## config.mk

```make
export PLATFORM = sky130hd
export DESIGN_NAME = addr_reg_fix_flat
export DESIGN_NICKNAME = d
export VERILOG_FILES = /design/src/rtl/addr_reg_fix_if.sv /design/src/rtl/addr_reg_fix.sv /design/src/flat_wrapper.sv
export SDC_FILE = /design/constraint.sdc
export NUM_CORES = 1
export LEC_CHECK = 0
export CORE_ASPECT_RATIO = 1.75
export CORE_MARGIN = 2
export CORE_UTILIZATION = 50
export CTS_BUF_LIST = sky130_fd_sc_hd__clkbuf_2
export CTS_CLUSTER_SIZE = 10
export DETAILED_ROUTE_END_ITERATION = 7
export DONT_BUFFER_PORTS = 1
export SLEW_MARGIN = 30
export SYNTH_ARGS = -nofsm -noshare
export SYNTH_HDL_FRONTEND = slang
export SYNTH_SLANG_ARGS = --single-unit
```

## constraint.sdc

```tcl
create_clock -name clk -period 5.57 [get_ports clk]
set_input_delay 0.557 -clock clk [delete_from_list [all_inputs] [get_ports clk]]
set_output_delay 0.557 -clock clk [all_outputs]
set_load 0.005 [all_outputs]
```

## src/rtl/addr_reg_fix_if.sv

```systemverilog
// Operation/status bundle between the control unit (master) and one address register (slave).
interface addr_reg_fix_if #(
  parameter int ADDR_W = 16,
  parameter int PAGE_W = 8
);
  localparam int HIGH_W = ADDR_W - PAGE_W;

  logic              load_l;
  logic              load_h;
  logic [PAGE_W-1:0] l_in;
  logic [HIGH_W-1:0] h_in;
  logic              inc;
  logic              dec;
  logic              add_en;
  logic [PAGE_W-1:0] offset;
  logic              offset_signed;
  logic              h_inc;
  logic              h_dec;
  logic [PAGE_W-1:0] addr_l;
  logic [HIGH_W-1:0] addr_h;
  logic [ADDR_W-1:0] addr;
  logic              page_cross;
  logic              cross_dir;
  logic              fix_busy;

  modport master (
    output load_l, load_h, l_in, h_in, inc, dec, add_en, offset, offset_signed, h_inc, h_dec,
    input  addr_l, addr_h, addr, page_cross, cross_dir, fix_busy
  );

  modport slave (
    input  load_l, load_h, l_in, h_in, inc, dec, add_en, offset, offset_signed, h_inc, h_dec,
    output addr_l, addr_h, addr, page_cross, cross_dir, fix_busy
  );
endinterface

```

## src/rtl/addr_reg_fix.sv

```systemverilog
// Paged address/pointer register (PC/D/T) with offset add, page-cross detection
// and an optional one-cycle automatic high-field fix-up.
module addr_reg_fix #(
  parameter int                ADDR_W    = 16,
  parameter int                PAGE_W    = 8,
  parameter logic [ADDR_W-1:0] RESET_VAL = '0,
  parameter int                AUTO_FIX  = 1
) (
  input logic          clk,
  input logic          rst_n,
  addr_reg_fix_if.slave bus
);
  localparam int HIGH_W = ADDR_W - PAGE_W;

  typedef enum logic {IDLE, FIX} state_e;

  state_e            state_q, state_d;
  logic [HIGH_W-1:0] h_q, h_d;
  logic [PAGE_W-1:0] l_q, l_d;
  logic              pc_q, pc_d;
  logic              dir_q, dir_d;

  logic [PAGE_W+1:0] off_ext;
  logic [PAGE_W+1:0] sum;
  logic              up_cross;
  logic              dn_cross;

  // Two guard bits: bit PAGE_W flags overflow, bit PAGE_W+1 is the sign (underflow).
  assign off_ext  = bus.offset_signed ? {{2{bus.offset[PAGE_W-1]}}, bus.offset}
                                      : {2'b00, bus.offset};
  assign sum      = {2'b00, l_q} + off_ext;
  assign up_cross = ~sum[PAGE_W+1] & sum[PAGE_W];
  assign dn_cross = sum[PAGE_W+1];

  always_ff @(posedge clk) begin
    if (!rst_n) begin
      state_q <= IDLE;
      h_q     <= RESET_VAL[ADDR_W-1:PAGE_W];
      l_q     <= RESET_VAL[PAGE_W-1:0];
      pc_q    <= 1'b0;
      dir_q   <= 1'b0;
    end else begin
      state_q <= state_d;
      h_q     <= h_d;
      l_q     <= l_d;
      pc_q    <= pc_d;
      dir_q   <= dir_d;
    end
  end

  always_comb begin
    state_d = state_q;
    h_d     = h_q;
    l_d     = l_q;
    pc_d    = pc_q;
    dir_d   = dir_q;
    case (state_q)
      FIX: begin
        // Operation inputs are deliberately ignored here, not queued.
        h_d     = dir_q ? h_q - HIGH_W'(1) : h_q + HIGH_W'(1);
        pc_d    = 1'b0;
        dir_d   = 1'b0;
        state_d = IDLE;
      end
      default: begin
        if (bus.add_en) begin
          l_d   = sum[PAGE_W-1:0];
          pc_d  = up_cross | dn_cross;
          dir_d = dn_cross;
          if ((AUTO_FIX != 0) && (up_cross || dn_cross)) begin
            state_d = FIX;
          end
        end else if (bus.inc) begin
          {h_d, l_d} = {h_q, l_q} + ADDR_W'(1);
          pc_d       = 1'b0;
          dir_d      = 1'b0;
        end else if (bus.dec) begin
          {h_d, l_d} = {h_q, l_q} - ADDR_W'(1);
          pc_d       = 1'b0;
          dir_d      = 1'b0;
        end else if (bus.h_inc) begin
          h_d   = h_q + HIGH_W'(1);
          pc_d  = 1'b0;
          dir_d = 1'b0;
        end else if (bus.h_dec) begin
          h_d   = h_q - HIGH_W'(1);
          pc_d  = 1'b0;
          dir_d = 1'b0;
        end else if (bus.load_l || bus.load_h) begin
          if (bus.load_l) l_d = bus.l_in;
          if (bus.load_h) h_d = bus.h_in;
          pc_d  = 1'b0;
          dir_d = 1'b0;
        end
      end
    endcase
  end

  assign bus.addr_l     = l_q;
  assign bus.addr_h     = h_q;
  assign bus.addr       = {h_q, l_q};
  assign bus.page_cross = pc_q;
  assign bus.cross_dir  = dir_q;
  assign bus.fix_busy   = (state_q == FIX);
endmodule

```

## src/flat_wrapper.sv

```systemverilog
// flat-port wrapper written by rule: the top's interface ports become plain ports
module addr_reg_fix_flat 
#(
  parameter int                ADDR_W    = 16,
  parameter int                PAGE_W    = 8,
  parameter logic [ADDR_W-1:0] RESET_VAL = '0,
  parameter int                AUTO_FIX  = 1
)
  (clk, rst_n, bus_load_l, bus_load_h, bus_l_in, bus_h_in, bus_inc, bus_dec, bus_add_en, bus_offset, bus_offset_signed, bus_h_inc, bus_h_dec, bus_addr_l, bus_addr_h, bus_addr, bus_page_cross, bus_cross_dir, bus_fix_busy);
  addr_reg_fix_if #(.ADDR_W(ADDR_W), .PAGE_W(PAGE_W)) bus_i ();
  input logic clk;
  input logic rst_n;
  input wire logic [$bits(bus_i.load_l)-1:0] bus_load_l;
  input wire logic [$bits(bus_i.load_h)-1:0] bus_load_h;
  input wire logic [$bits(bus_i.l_in)-1:0] bus_l_in;
  input wire logic [$bits(bus_i.h_in)-1:0] bus_h_in;
  input wire logic [$bits(bus_i.inc)-1:0] bus_inc;
  input wire logic [$bits(bus_i.dec)-1:0] bus_dec;
  input wire logic [$bits(bus_i.add_en)-1:0] bus_add_en;
  input wire logic [$bits(bus_i.offset)-1:0] bus_offset;
  input wire logic [$bits(bus_i.offset_signed)-1:0] bus_offset_signed;
  input wire logic [$bits(bus_i.h_inc)-1:0] bus_h_inc;
  input wire logic [$bits(bus_i.h_dec)-1:0] bus_h_dec;
  output wire logic [$bits(bus_i.addr_l)-1:0] bus_addr_l;
  output wire logic [$bits(bus_i.addr_h)-1:0] bus_addr_h;
  output wire logic [$bits(bus_i.addr)-1:0] bus_addr;
  output wire logic [$bits(bus_i.page_cross)-1:0] bus_page_cross;
  output wire logic [$bits(bus_i.cross_dir)-1:0] bus_cross_dir;
  output wire logic [$bits(bus_i.fix_busy)-1:0] bus_fix_busy;
  assign bus_i.load_l = bus_load_l;
  assign bus_i.load_h = bus_load_h;
  assign bus_i.l_in = bus_l_in;
  assign bus_i.h_in = bus_h_in;
  assign bus_i.inc = bus_inc;
  assign bus_i.dec = bus_dec;
  assign bus_i.add_en = bus_add_en;
  assign bus_i.offset = bus_offset;
  assign bus_i.offset_signed = bus_offset_signed;
  assign bus_i.h_inc = bus_h_inc;
  assign bus_i.h_dec = bus_h_dec;
  assign bus_addr_l = bus_i.addr_l;
  assign bus_addr_h = bus_i.addr_h;
  assign bus_addr = bus_i.addr;
  assign bus_page_cross = bus_i.page_cross;
  assign bus_cross_dir = bus_i.cross_dir;
  assign bus_fix_busy = bus_i.fix_busy;
  addr_reg_fix #(.ADDR_W(ADDR_W), .PAGE_W(PAGE_W), .RESET_VAL(RESET_VAL), .AUTO_FIX(AUTO_FIX)) u_core (.clk(clk), .rst_n(rst_n), .bus(bus_i));
endmodule
```

==> results by group <==
STA
  • Endpoints failing setup: 0
  • Fmax: between 300 and 400 MHz
  • Final worst path period need: 2.61 ns
  • Worst rel slew slack: 0.428
  • Sum Neg Setup Slack: 0 ns
  • Max-slew violation count: 0
  • Tightest Pin Transition: 0.850 ns
  • RSZ-0062 raised after global routing: no
  • Final hold viol count: 0
  • Post-route setup slack: 2.96 ns
  • Fin crit share: 0.469
  • Clk_skew: 0.00729 ns

Routing
  • Vias: 3101
  • Final Routed Wirelength: 9.54 mm
  • DRC viols: 0
  • Iter 0 DRT Violations: 271
  • Post-route ant nets: 0
  • Post-DR wirelength/cell: roughly 22 um
  • 1st-pass router iterations: 5
  • Vias per cell: 7.05

Critical path
  • Max stage delay on crit path: between 0.5 and 0.6 ns
  • Crit. End Element: register
  • Data required, critical path: between 5 and 6 ns
  • CP max stage cell: o41ai_2
  • Crit start category: register
  • CP Data Arrival Time: roughly 2.9 ns
  • Crit-path cells: inv_1 > ha_1 > or3b_4 > o41ai_2 > a2111oi_0 > a311oi_1 > a221oi_1
  • Crit path max fanout: 12
  • CP Class: reg2reg
  • R2r setup slk: about 3.0 ns

Place
  • Placed cell count: about 440
  • Port Buffers: 0
  • Final Wtd Congestion: 0.933
  • DP Worst Slack: 3.02 ns
  • DP HPWL: between 7 and 8 mm

CTS
  • CTS H-tree depth: 1
  • Clock sink total: 19
  • Clk pin slew, worst setup/hold paths: 0.24 ns
  • Maximum clock path buffer count: 2
  • Post-CTS Hold Fix Bufs: 0
  • Post-CTS Setup Inserts: 0
  • CTS Root Cell: clkbuf_2
  • Post-CTS sizing: 0
  • Clock buffers created by TritonCTS: 3
  • Clk_lat worst skew: 0.36 ns
  • CTS tree: yes

Synthesis
  • Area fraction of the dominant cell type after synthesis: 0.134
  • Async S/R FF share, synth: 0
  • Sequential element share of the synthesized area: 0.134
  • Ranking of synthesized cells by area: dfxtp_1 13%, ha_1 5.7%, buf_4 4.2%
  • Yosys top cell by area: dfxtp_1
  • Post-Syn Instances: around 400
  • Synth Warn #: 0
  • Syn Nets: about 460
  • Post-synth EDFFs: 0
  • Top FF cell, synth: dfxtp_1
  • Post-synthesis register bit count: 19
  • Post-Synth Adder-Cell Area: 0.0643
  • Synth Area in XOR/XNOR: 0.0247
  • Syn_area_per_cell: 6.98 sq um
  • Post-synthesis mux area share: 0.0229
  • Synth Area in Simple Gates: 0.288
  • Post-synthesis instance area: 2840 sq um
  • Complex-gate fraction of the synthesized area: 0.352
  • Largest family of logic cells by synthesized area: compound AO/OA/AOI/OAI gates
  • Distinct cells, synth: 66

Die
  • Die H: 104 um
  • Die area: 6320 sq um
  • Die Width: 61.0 um
  • IO Pins: 69
  • Rows: 36
  • Initial Utilization: 0.512
  • Placeable Area: 5540 sq um

Cells and area
  • Non-filler cells, final: 440
  • FF+latch area: 380 sq um
  • Layout area overhead: -4.41%
  • Commonest non-fill, non-tap cell in the layout: nor2_1
  • Ant diodes: 0
  • Share of cells above drive strength 1: 0.0659
  • Nets: 413
  • Filler instances: 591
  • Area of the multi-input gates: 2140 sq um
  • Leading cell types in the layout, fill and taps excluded: 31 x nor2_1, 24 x nand2_1, 23 x a21oi_1, 23 x o21ai_0, 22 x nor3_1

GRT
  • Largest net degree at the start of global routing: 24
  • Gr usage total: 0.308
  • Gr ovfl total: 0
  • Vias in the first global route: 3049
  • First-pass GRT wire length: between 15 and 20 mm
  • Initial antenna violation count: 0

Power
  • Pwr per Cell Area: 224 nW/um^2
  • Leak: 0.914 nW
  • Max VDD drop: 0.128 mV

Run
  • Maximum Capacitance Violations: 0

Outcome
  • Status: complete, no violations

Min path
  • Hold Path Class: in2reg
path summary, 6_finish.rpt:
| path | cells past startpoint | to | from |
|---|---|---|---|
| hold reg to reg | 2 | u_core.bus.page_cross | u_core.bus.page_cross |
| setup reg to reg | 7 | u_core.bus.addr_h[2] | u_core.bus.addr_l[1] |
| setup / recovery | 7 | u_core.bus.addr_h[2] | u_core.bus.addr_l[1] |
| hold / removal | 2 | u_core.bus.addr_h[4] | rst_n |
sequential cells by signal (all words and copies together) (netlist names):
signal and count:
u_core.bus.addr_h 8, u_core.bus.addr_l 8, u_core.bus.cross_dir 1, u_core.bus.fix_busy 1
u_core.bus.page_cross 1
worst max-delay path: cells and delay by family, from the launching register on:
kind / cells / cell delay [ns]
buffers and inverters: 1 / 0.20
flip-flops: 1 / 0.50
AO/OA/AOI/OAI: 4 / 1.19
adder cells (fa/ha/maj): 1 / 0.22
AND/OR/NAND/NOR: 1 / 0.43
stage by stage:
stage	hold WS, ns	cell area (sq um)	utilization	power, W
2_1_floorplan	0.462	2840	-	0.000491
4_1_cts	0.280	2710	0.490	0.000606
6_report	0.289	2710	0.490	0.000609
5_1_grt	0.277	2710	0.490	0.000655
3_3_place_gp	0.488	2690	0.486	0.000530
3_5_place_dp	0.487	2690	0.486	0.000532
per-layer routing:
layer	vias to the layer above	GRT usage	part of all wire	routed length (um)
met5	-	0	0	0
met4	0	0.172	0.045	425
met3	35	0.0424	0.053	509
met2	138	0.541	0.54	5190
met1	1463	0.332	0.36	3420
li1	1465	-	-	-
cells in the mapped netlist, types with 4 or more instances:
library cell and count:
nor2_1 31, clkbuf_1 28, nand2_1 24, a21oi_1 23, o21ai_0 23, nor3_1 22, dfxtp_1 19, inv_1 19
buf_4 16, ha_1 13, a31oi_1 11, nand3_1 11, a211oi_1 10, nor2b_1 8, nor4_1 8, and3_1 7
nand2b_1 7, o31ai_1 7, xnor2_1 7, a221oi_1 6, o211ai_1 6, o221ai_1 6, or2_2 6, or4_1 6
nand4_1 5, nor3b_1 5, a211o_1 4, a221o_1 4, mux2_2 4, o21a_1 4, o221a_2 4, or3_1 4
power by group:
part / internal (W) / switching, W / leakage [nW]
logic: 0.000135 / 0.000170 / 0.740
registers: 0.000155 / 0.0000759 / 0.157
clock network: 0.0000163 / 0.0000572 / 0.0164
area by class of cell:
| type | instances | area share |
|---|---|---|
| clock buffers | 3 | 0.00553 |
| well taps | 76 | 0.0350 |
| clock inverters | 1 | 0.00184 |
| flip-flops and latches | 19 | 0.140 |
| inverters | 20 | 0.0277 |
| repair buffers | 1 | 0.00277 |
| multi-input cells | 320 | 0.787 |
kinds of logic (layout without fill, tap and decap cells):
kind of cell	count (synthesis)	after routing
and+or+nand+nor	154	154
AOI/OAI and AO/OA	138	138
buffers and inverters	68	25
DFF	19	19
adders and majority gates	14	14
xor gates and xnor gates	8	8
muxes	6	6
Note: power is estimated with default switching activity, not from simulation.
